`config.mk`:
```
export PLATFORM = sky130hd
export DESIGN_NAME = hazard_alarm_annunciator_flat
export DESIGN_NICKNAME = d
export VERILOG_FILES = /design/src/rtl/hazard_alarm_annunciator_if.sv /design/src/rtl/hazard_alarm_annunciator.sv /design/src/flat_wrapper.sv
export SDC_FILE = /design/constraint.sdc
export NUM_CORES = 1
export LEC_CHECK = 0
export CORE_ASPECT_RATIO = 0.5
export CORE_MARGIN = 8
export CORE_UTILIZATION = 51
export CTS_BUF_LIST = sky130_fd_sc_hd__clkbuf_8
export DETAILED_ROUTE_END_ITERATION = 10
export PLACE_DENSITY = 0.72
export SLEW_MARGIN = 20
export SYNTH_ARGS = -nofsm -noshare
export SYNTH_HDL_FRONTEND = slang
export SYNTH_SLANG_ARGS = --single-unit
```
`constraint.sdc`:
```
create_clock -name clk -period 2.3 [get_ports clk]
set_input_delay 0.46 -clock clk [delete_from_list [all_inputs] [get_ports clk]]
set_output_delay 0.46 -clock clk [all_outputs]
set_load 0.01 [all_outputs]
```
`src/rtl/hazard_alarm_annunciator_if.sv`:
```
// rtl/hazard_alarm_annunciator_if.sv - hazard code inputs and panel lamp/buzzer outputs
interface hazard_alarm_annunciator_if;
    logic       red_in;
    logic       yellow_in;
    logic       green_in;
    logic       ack;
    logic       lamp_red;
    logic       lamp_yellow;
    logic       lamp_green;
    logic       buzzer;
    logic [1:0] alarm_level;
    logic       fault;

    modport master (
        output red_in, yellow_in, green_in, ack,
        input  lamp_red, lamp_yellow, lamp_green, buzzer, alarm_level, fault
    );

    modport slave (
        input  red_in, yellow_in, green_in, ack,
        output lamp_red, lamp_yellow, lamp_green, buzzer, alarm_level, fault
    );
endinterface

```
`src/rtl/hazard_alarm_annunciator.sv`:
```
// rtl/hazard_alarm_annunciator.sv - synchronise, debounce and latch hazard codes into lamps and buzzer
module hazard_alarm_annunciator #(
    parameter int DEBOUNCE_CYC = 4,
    parameter int BLINK_HALF   = 8
) (
    input  logic                         clk,
    input  logic                         rst_n,
    hazard_alarm_annunciator_if.slave    bus
);
    localparam int DW = $clog2(DEBOUNCE_CYC + 1);
    localparam int BW = $clog2(BLINK_HALF + 1);

    typedef enum logic [2:0] {
        S_SAFE, S_CAUTION, S_DANGER, S_DANGER_ACK, S_FAULT
    } state_t;

    logic [3:0]    r_sync1, r_sync2;
    logic [2:0]    r_cand, r_acc;
    logic [DW-1:0] r_db_cnt, w_db_cnt_next;
    logic          r_ack_d, r_ack_edge;
    state_t        r_state, w_state_next;
    logic [BW-1:0] r_blink_cnt, w_blink_cnt_next;
    logic          r_blink_on, w_blink_on_next;
    logic          r_lamp_red, r_lamp_yellow, r_lamp_green, r_buzzer, r_fault;
    logic [1:0]    r_level;
    logic          w_lamp_red, w_lamp_yellow, w_lamp_green, w_buzzer;
    logic [1:0]    w_level;
    logic          w_red, w_yel, w_grn, w_inv, w_blinking;

    // Synchroniser bits: {ack, red, yellow, green}
    always_ff @(posedge clk or negedge rst_n) begin
        if (!rst_n) begin
            r_sync1 <= 4'b0001;
            r_sync2 <= 4'b0001;
        end else begin
            r_sync1 <= {bus.ack, bus.red_in, bus.yellow_in, bus.green_in};
            r_sync2 <= r_sync1;
        end
    end

    always_comb begin
        if (r_sync2[2:0] != r_cand)
            w_db_cnt_next = DW'(1);
        else if (r_db_cnt == DW'(DEBOUNCE_CYC))
            w_db_cnt_next = r_db_cnt;
        else
            w_db_cnt_next = r_db_cnt + DW'(1);
    end

    always_ff @(posedge clk or negedge rst_n) begin
        if (!rst_n) begin
            r_cand     <= 3'b001;
            r_acc      <= 3'b001;
            r_db_cnt   <= '0;
            r_ack_d    <= 1'b0;
            r_ack_edge <= 1'b0;
        end else begin
            r_cand     <= r_sync2[2:0];
            r_db_cnt   <= w_db_cnt_next;
            if (w_db_cnt_next == DW'(DEBOUNCE_CYC))
                r_acc <= r_sync2[2:0];
            r_ack_d    <= r_sync2[3];
            r_ack_edge <= r_sync2[3] & ~r_ack_d;
        end
    end

    assign w_red = (r_acc == 3'b100);
    assign w_yel = (r_acc == 3'b010);
    assign w_grn = (r_acc == 3'b001);
    assign w_inv = !(w_red || w_yel || w_grn);

    always_comb begin
        w_state_next = r_state;
        case (r_state)
            S_SAFE: begin
                if (w_yel)      w_state_next = S_CAUTION;
                else if (w_red) w_state_next = S_DANGER;
                else if (w_inv) w_state_next = S_FAULT;
            end
            S_CAUTION: begin
                if (w_grn)      w_state_next = S_SAFE;
                else if (w_red) w_state_next = S_DANGER;
                else if (w_inv) w_state_next = S_FAULT;
            end
            // Latched until the operator acknowledges; the live code only picks the exit.
            S_DANGER: begin
                if (r_ack_edge) begin
                    if (w_red)      w_state_next = S_DANGER_ACK;
                    else if (w_yel) w_state_next = S_CAUTION;
                    else if (w_grn) w_state_next = S_SAFE;
                    else            w_state_next = S_FAULT;
                end
            end
            S_DANGER_ACK: begin
                if (w_yel)      w_state_next = S_CAUTION;
                else if (w_grn) w_state_next = S_SAFE;
                else if (w_inv) w_state_next = S_FAULT;
            end
            S_FAULT: begin
                if (w_red)      w_state_next = S_DANGER;
                else if (w_yel) w_state_next = S_CAUTION;
                else if (w_grn) w_state_next = S_SAFE;
            end
            default: w_state_next = S_SAFE;
        endcase

        w_blinking       = (w_state_next == S_DANGER) || (w_state_next == S_FAULT);
        w_blink_cnt_next = '0;
        w_blink_on_next  = 1'b1;
        if (w_blinking && (w_state_next == r_state)) begin
            if (r_blink_cnt == BW'(BLINK_HALF - 1)) begin
                w_blink_cnt_next = '0;
                w_blink_on_next  = ~r_blink_on;
            end else begin
                w_blink_cnt_next = r_blink_cnt + BW'(1);
                w_blink_on_next  = r_blink_on;
            end
        end

        w_lamp_red    = 1'b0;
        w_lamp_yellow = 1'b0;
        w_lamp_green  = 1'b0;
        w_buzzer      = 1'b0;
        w_level       = 2'd0;
        case (w_state_next)
            S_SAFE:       w_lamp_green = 1'b1;
            S_CAUTION: begin
                w_lamp_yellow = 1'b1;
                w_level       = 2'd1;
            end
            S_DANGER: begin
                w_lamp_red = w_blink_on_next;
                w_buzzer   = 1'b1;
                w_level    = 2'd2;
            end
            S_DANGER_ACK: begin
                w_lamp_red = 1'b1;
                w_level    = 2'd2;
            end
            S_FAULT: begin
                w_lamp_yellow = w_blink_on_next;
                w_level       = 2'd3;
            end
            default: w_lamp_green = 1'b1;
        endcase
    end

    always_ff @(posedge clk or negedge rst_n) begin
        if (!rst_n) begin
            r_state       <= S_SAFE;
            r_blink_cnt   <= '0;
            r_blink_on    <= 1'b1;
            r_lamp_red    <= 1'b0;
            r_lamp_yellow <= 1'b0;
            r_lamp_green  <= 1'b1;
            r_buzzer      <= 1'b0;
            r_level       <= 2'd0;
            r_fault       <= 1'b0;
        end else begin
            r_state       <= w_state_next;
            r_blink_cnt   <= w_blink_cnt_next;
            r_blink_on    <= w_blink_on_next;
            r_lamp_red    <= w_lamp_red;
            r_lamp_yellow <= w_lamp_yellow;
            r_lamp_green  <= w_lamp_green;
            r_buzzer      <= w_buzzer;
            r_level       <= w_level;
            r_fault       <= w_inv;
        end
    end

    assign bus.lamp_red    = r_lamp_red;
    assign bus.lamp_yellow = r_lamp_yellow;
    assign bus.lamp_green  = r_lamp_green;
    assign bus.buzzer      = r_buzzer;
    assign bus.alarm_level = r_level;
    assign bus.fault       = r_fault;
endmodule

```
`src/flat_wrapper.sv`:
```
// flat-port wrapper written by rule: the top's interface ports become plain ports
module hazard_alarm_annunciator_flat 
#(
    parameter int DEBOUNCE_CYC = 4,
    parameter int BLINK_HALF   = 8
)
  (clk, rst_n, bus_red_in, bus_yellow_in, bus_green_in, bus_ack, bus_lamp_red, bus_lamp_yellow, bus_lamp_green, bus_buzzer, bus_alarm_level, bus_fault);
  hazard_alarm_annunciator_if bus_i ();
  input  logic clk;
  input  logic rst_n;
  input wire logic [$bits(bus_i.red_in)-1:0] bus_red_in;
  input wire logic [$bits(bus_i.yellow_in)-1:0] bus_yellow_in;
  input wire logic [$bits(bus_i.green_in)-1:0] bus_green_in;
  input wire logic [$bits(bus_i.ack)-1:0] bus_ack;
  output wire logic [$bits(bus_i.lamp_red)-1:0] bus_lamp_red;
  output wire logic [$bits(bus_i.lamp_yellow)-1:0] bus_lamp_yellow;
  output wire logic [$bits(bus_i.lamp_green)-1:0] bus_lamp_green;
  output wire logic [$bits(bus_i.buzzer)-1:0] bus_buzzer;
  output wire logic [$bits(bus_i.alarm_level)-1:0] bus_alarm_level;
  output wire logic [$bits(bus_i.fault)-1:0] bus_fault;
  assign bus_i.red_in = bus_red_in;
  assign bus_i.yellow_in = bus_yellow_in;
  assign bus_i.green_in = bus_green_in;
  assign bus_i.ack = bus_ack;
  assign bus_lamp_red = bus_i.lamp_red;
  assign bus_lamp_yellow = bus_i.lamp_yellow;
  assign bus_lamp_green = bus_i.lamp_green;
  assign bus_buzzer = bus_i.buzzer;
  assign bus_alarm_level = bus_i.alarm_level;
  assign bus_fault = bus_i.fault;
  hazard_alarm_annunciator #(.DEBOUNCE_CYC(DEBOUNCE_CYC), .BLINK_HALF(BLINK_HALF)) u_core (.clk(clk), .rst_n(rst_n), .bus(bus_i));
endmodule
```
Word level (Yosys, flattened, before mapping). Cells that the tools add are included.

Add/sub/neg operators: 2. Equality and inequality tests: 16. Muxes and demuxes: 25. Bitwise logic cells: 3. Reductions and logical operators: 8.

Operators with widths (count): 3-bit two-way mux (15); 3-bit by 2-bit == test with 1-bit output, second input constant (5); 3-bit == test, second input constant (5); 3-bit one-hot mux with 5 select lines (1); 3-bit by 1-bit == test with 1-bit output, second input constant (3); 4-bit two-way mux (2); 2-bit one-hot mux with 3 select lines (1); 4-bit by 1-bit adder with 4-bit output, second input constant (1); 4-bit by 3-bit == test with 1-bit output, second input constant (1); 1-bit two-way mux (4); 1-bit one-hot mux with 2 select lines (2); 4-bit OR reduction (1); 3-bit by 1-bit adder with 3-bit output, second input constant (1); 3-bit == test (1); 3-bit logical NOT (1); 1-bit logical OR (3); 3-bit != test (1); 1-bit inverter (2); 2-bit OR reduction (1); 1-bit AND (1); 1-bit logical AND (1); 1-bit logical NOT (1).

Register bits after elaboration: 34. Input port bits: 6. Output and inout port bits: 7. Logic and storage cells: 70.

Depth between registers and ports, before layout.
Depth in word-level cells: 12. Gate-level depth with buffers: 6. Gate-level depth less buffers: 6.

Worst setup path after synthesis. Ideal clock, no wire load.

Path type: register to register. Start: register u_core.r_db_cnt[0]. End: register u_core.r_acc[1]. Setup time: 125 ps. Data arrival time: 1440 ps. Required time: 2175 ps. Path slack: 735 ps. Cell stages (with the launch flop): 7. Buffers on the path: 0. Clock period less this slack: 1565 ps. Cells stage by stage: dfrtp_1 > inv_1 > ha_1 > nor2b_1 > mux2i_1 > nor3_2 > mux2_2.

Cells in the longest elaborated chain, start to end: 4. Elaborated cells between the ends (all ways): 5. Classes of those cells: 1 x add/sub; 2 x eq/ne; 2 x mux.

Ends and longest elaborated chain: from (decl) (RTL line hazard_alarm_annunciator.sv:19) `logic [DW-1:0] r_db_cnt, w_db_cnt_next;`; from (signal assigned) (RTL line hazard_alarm_annunciator.sv:59) `r_db_cnt <= w_db_cnt_next;`; 3-bit by 1-bit adder with 3-bit output / 3-bit == test (equally long branches) (RTL line hazard_alarm_annunciator.sv:47, hazard_alarm_annunciator.sv:44); 3-bit two-way mux (*) (RTL line hazard_alarm_annunciator.sv:44) `else if (r_db_cnt == DW'(DEBOUNCE_CYC))`; 3-bit two-way mux (*) (RTL line hazard_alarm_annunciator.sv:42) `if (r_sync2[2:0] != r_cand)`; 3-bit == test (*) (RTL line hazard_alarm_annunciator.sv:60) `if (w_db_cnt_next == DW'(DEBOUNCE_CYC))`; to (signal assigned) (RTL line hazard_alarm_annunciator.sv:61) `r_acc <= r_sync2[2:0];`; to (decl) (RTL line hazard_alarm_annunciator.sv:18) `logic [2:0] r_cand, r_acc;`.

Mark *: on every way between the ends. The rest lies on a longest branch, timed or not. A chain may end at the register's enable or synchronous reset.

Worst setup path after layout.
Start: register u_core.r_lamp_green (netlist: u_core.bus.lamp_green). End: output bus_lamp_green.

RTL lines: from (decl) (RTL line hazard_alarm_annunciator.sv:24) `logic r_lamp_red, r_lamp_yellow, r_lamp_green, r_buzzer, r_fault;`; from (signal assigned) (RTL line hazard_alarm_annunciator.sv:165) `r_lamp_green <= w_lamp_green;`; to (decl) (RTL line flat_wrapper.sv:17) `output wire logic [$bits(bus_i.lamp_green)-1:0] bus_lamp_green;`.

No word-level cell between the ends.

==> qor.txt <==
GR Util All Layers - 0.1014
VDD IR max - 0.4492 mV
Crit path largest cell delay - 0.53 ns
Most common cell after layout, fill and taps aside - dfrtp_1
Min Tclk post-route - 1.775 ns
Pins over their slew limit - 0
# hold bufs at CTS - 0
Antenna violations before repair - 0
Setup Skew - 0.008451 ns
Type of the worst setup path - register to primary output
Via Count - 790
Mean Syn Cell Area - 12.79 um2
CTS tree - done
Vias/cell - 4.907
Synth cell types - 34
First-pass GRT wire length - 3.456 mm
Commonest non-fill, non-tap cells in the layout - dfrtp_1 (28), nor2_1 (13), clkdlybuf4s50_1 (12)
Initial DRC count - 37
Largest net degree at the start of global routing - 35
CTS root buf - clkbuf_8
DR pass1 iterations - 3
DRC Markers - 0
Hpwl dp - 1.357 mm
Final ANT Viol Nets - 0
Final setup vio count - 0
Synthesized net count - 114
Worst-margin pin slew - 0.4394 ns
Htree depth - 2
Crit. End Element - primary output
Die area - 0.004630 mm2
Die Height - 52.28 um
Synth warn - 0
Antenna Cells - 0
Vias in the first global route - 787
Final global-route overflow total - 0
WL final - 1.951 mm
Layout area overhead - 18.27%
Fmax achieved - 563.4 MHz
Routed WL per cell - 12.12 um
I/O pin count - 13
Non-filler cells, final - 161
Gpl congestion - 0.7283
Post-CTS Setup Repair Bufs - 0
Final number of hold-violating endpoints - 0
Leak - 0.6995 nW
Layout cells sized above 1 - 0.1935
HP Class - register to register
WP buf/inv - 1
CP arrival - 1.31 ns
Later-pin clock latency in the skew report - 0.28 ns
Register area share after synthesis - 0.6393
Final nets - 132
Seq cells post-synth - 34
Status - finished clean
Port-buffer cells - 12
Unrepaired setup endpoints after global routing - no
CTS-repair resized insts - 0
Period Utilization, post-route - 0.7717
Gate Count Post-Synth - 105
Pwr dens - 993.6 mW/mm2
Core Box Area - 0.002554 mm2
Clk slew on worst S/H paths - 0.06 ns
CP Max Fanout - 1
Total negative slack - 0 ns
WP data required - 1.84 ns
Critical-path top delay cell - clkdlybuf4s50_1
Mapped Area - 0.001343 mm2
Rows - 13
Max Cap Viol - 0
Cts bufs inserted - 5
Cell family with most CP delay - buffers and inverters
CP Launch Type - register
Die width - 88.56 um
Relative slew slack - 0.7057
Initial core utilization - 0.5257
Inst Count DP - 153
CTS max path bufs - 2
Clock Sink Count - 34
Worst-path cell chain - clkdlybuf4s50_1
## cell families after synthesis
logic type / Yosys count / synth area share
AO/OA/AOI/OAI: 13 / 0.06337
XOR/XNOR: 7 / 0.04567
adder cells (fa/ha/maj): 3 / 0.02796
buffers and inverters: 7 / 0.02795
flip-flops: 34 / 0.6393
multiplexers: 4 / 0.03262
AND/OR/NAND/NOR: 37 / 0.1631
## power breakdown
part	internal [mW]	total [mW]	switching, mW
clock	0.235	0.426	0.191
sequential	0.715	0.787	0.0715
combinational	0.193	0.365	0.172
total	1.14	1.58	0.435
## registers in the layout, indices dropped and copies added, names as in the netlist
register / cells
u_core.r_blink_on: 1
u_core.r_acc: 3
u_core.r_cand: 3
u_core.bus.alarm_level: 2
u_core.bus.fault: 1
u_core.r_state: 3
u_core.bus.lamp_red: 1
u_core.r_blink_cnt: 4
u_core.r_sync1: 4
u_core.r_ack_d: 1
u_core.r_ack_edge: 1
u_core.r_db_cnt: 3
u_core.bus.lamp_yellow: 1
u_core.bus.buzzer: 1
u_core.bus.lamp_green: 1
u_core.r_sync2: 4
## cell usage after synthesis (all sizes together)
cell    instances  area share
or2b            1      0.0056
nor4b           1       0.011
o22a            1      0.0065
nor3            4       0.022
or3             1      0.0047
nand3           3       0.011
nor2           13       0.036
buf             1      0.0084
mux2i           1      0.0075
mux2            3       0.025
o21ai           5       0.021
nand2b          1      0.0047
o21a            1      0.0056
a21oi           4       0.018
or3b            2       0.013
dfstp           6        0.12
nor2b           3       0.014
nor3b           1      0.0093
xnor2           6       0.039
nand3b          3       0.017
ha              3       0.028
nand2           3      0.0084
and2b           1      0.0056
inv             5       0.014
dfrtp          28        0.52
a31oi           1      0.0047
xor2            1      0.0065
clkbuf          1      0.0056
o31a            1      0.0075
## routing by layer
| layer | wire length (um) | up-vias | global-route usage |
|---|---|---|---|
| li1 | - | 388 | - |
| met5 | 0 | - | 0 |
| met2 | 880 | 9 | 0.1550 |
| met1 | 963 | 391 | 0.1173 |
| met4 | 14 | 0 | 0.05817 |
| met3 | 93 | 2 | 0.04531 |
## path summary, 6_finish.rpt
path | from | to | slack, ns | cells past startpoint
max in group asynchronous | rst_n | u_core.r_sync2[0] | 1.38 | 2
worst min-delay path | u_core.r_sync1[2] | u_core.r_sync2[2] | 0.35 | 0
worst min register to register | u_core.r_sync1[2] | u_core.r_sync2[2] | 0.35 | 0
worst max register to register | u_core.r_db_cnt[0] | u_core.r_acc[2] | 0.61 | 6
min in group asynchronous | rst_n | u_core.bus.alarm_level[1] | 0.58 | 2
worst max-delay path | u_core.bus.lamp_green | bus_lamp_green | 0.53 | 1
## metrics by stage
stage / util / hold slack, ns / cell area, um2 / setup WS, ns / total power, mW
floorplan: - / 0.1644 / 1343 / 0.7350 / 1.026
global placement: 0.5865 / 0.3345 / 1498 / 0.6715 / 1.157
detailed placement: 0.5865 / 0.3363 / 1498 / 0.6105 / 1.165
CTS: 0.6218 / 0.3502 / 1588 / 0.5106 / 1.600
global route: 0.6218 / 0.3596 / 1588 / 0.4657 / 1.679
finish: 0.6218 / 0.3476 / 1588 / 0.5252 / 1.578
## cell type report
| cell class | count | area (um2) |
|---|---|---|
| Tap cell | 37 | 46.29 |
| Timing Repair Buffer | 13 | 127.6 |
| Clock inverter | 2 | 7.507 |
| Fill cell | 212 | 965.9 |
| Sequential cell | 34 | 858.3 |
| Multi-Input combinational cell | 64 | 446.7 |
| Inverter | 5 | 18.77 |
| Clock buffer | 6 | 82.58 |
Note: power is estimated with default switching activity, not from simulation.
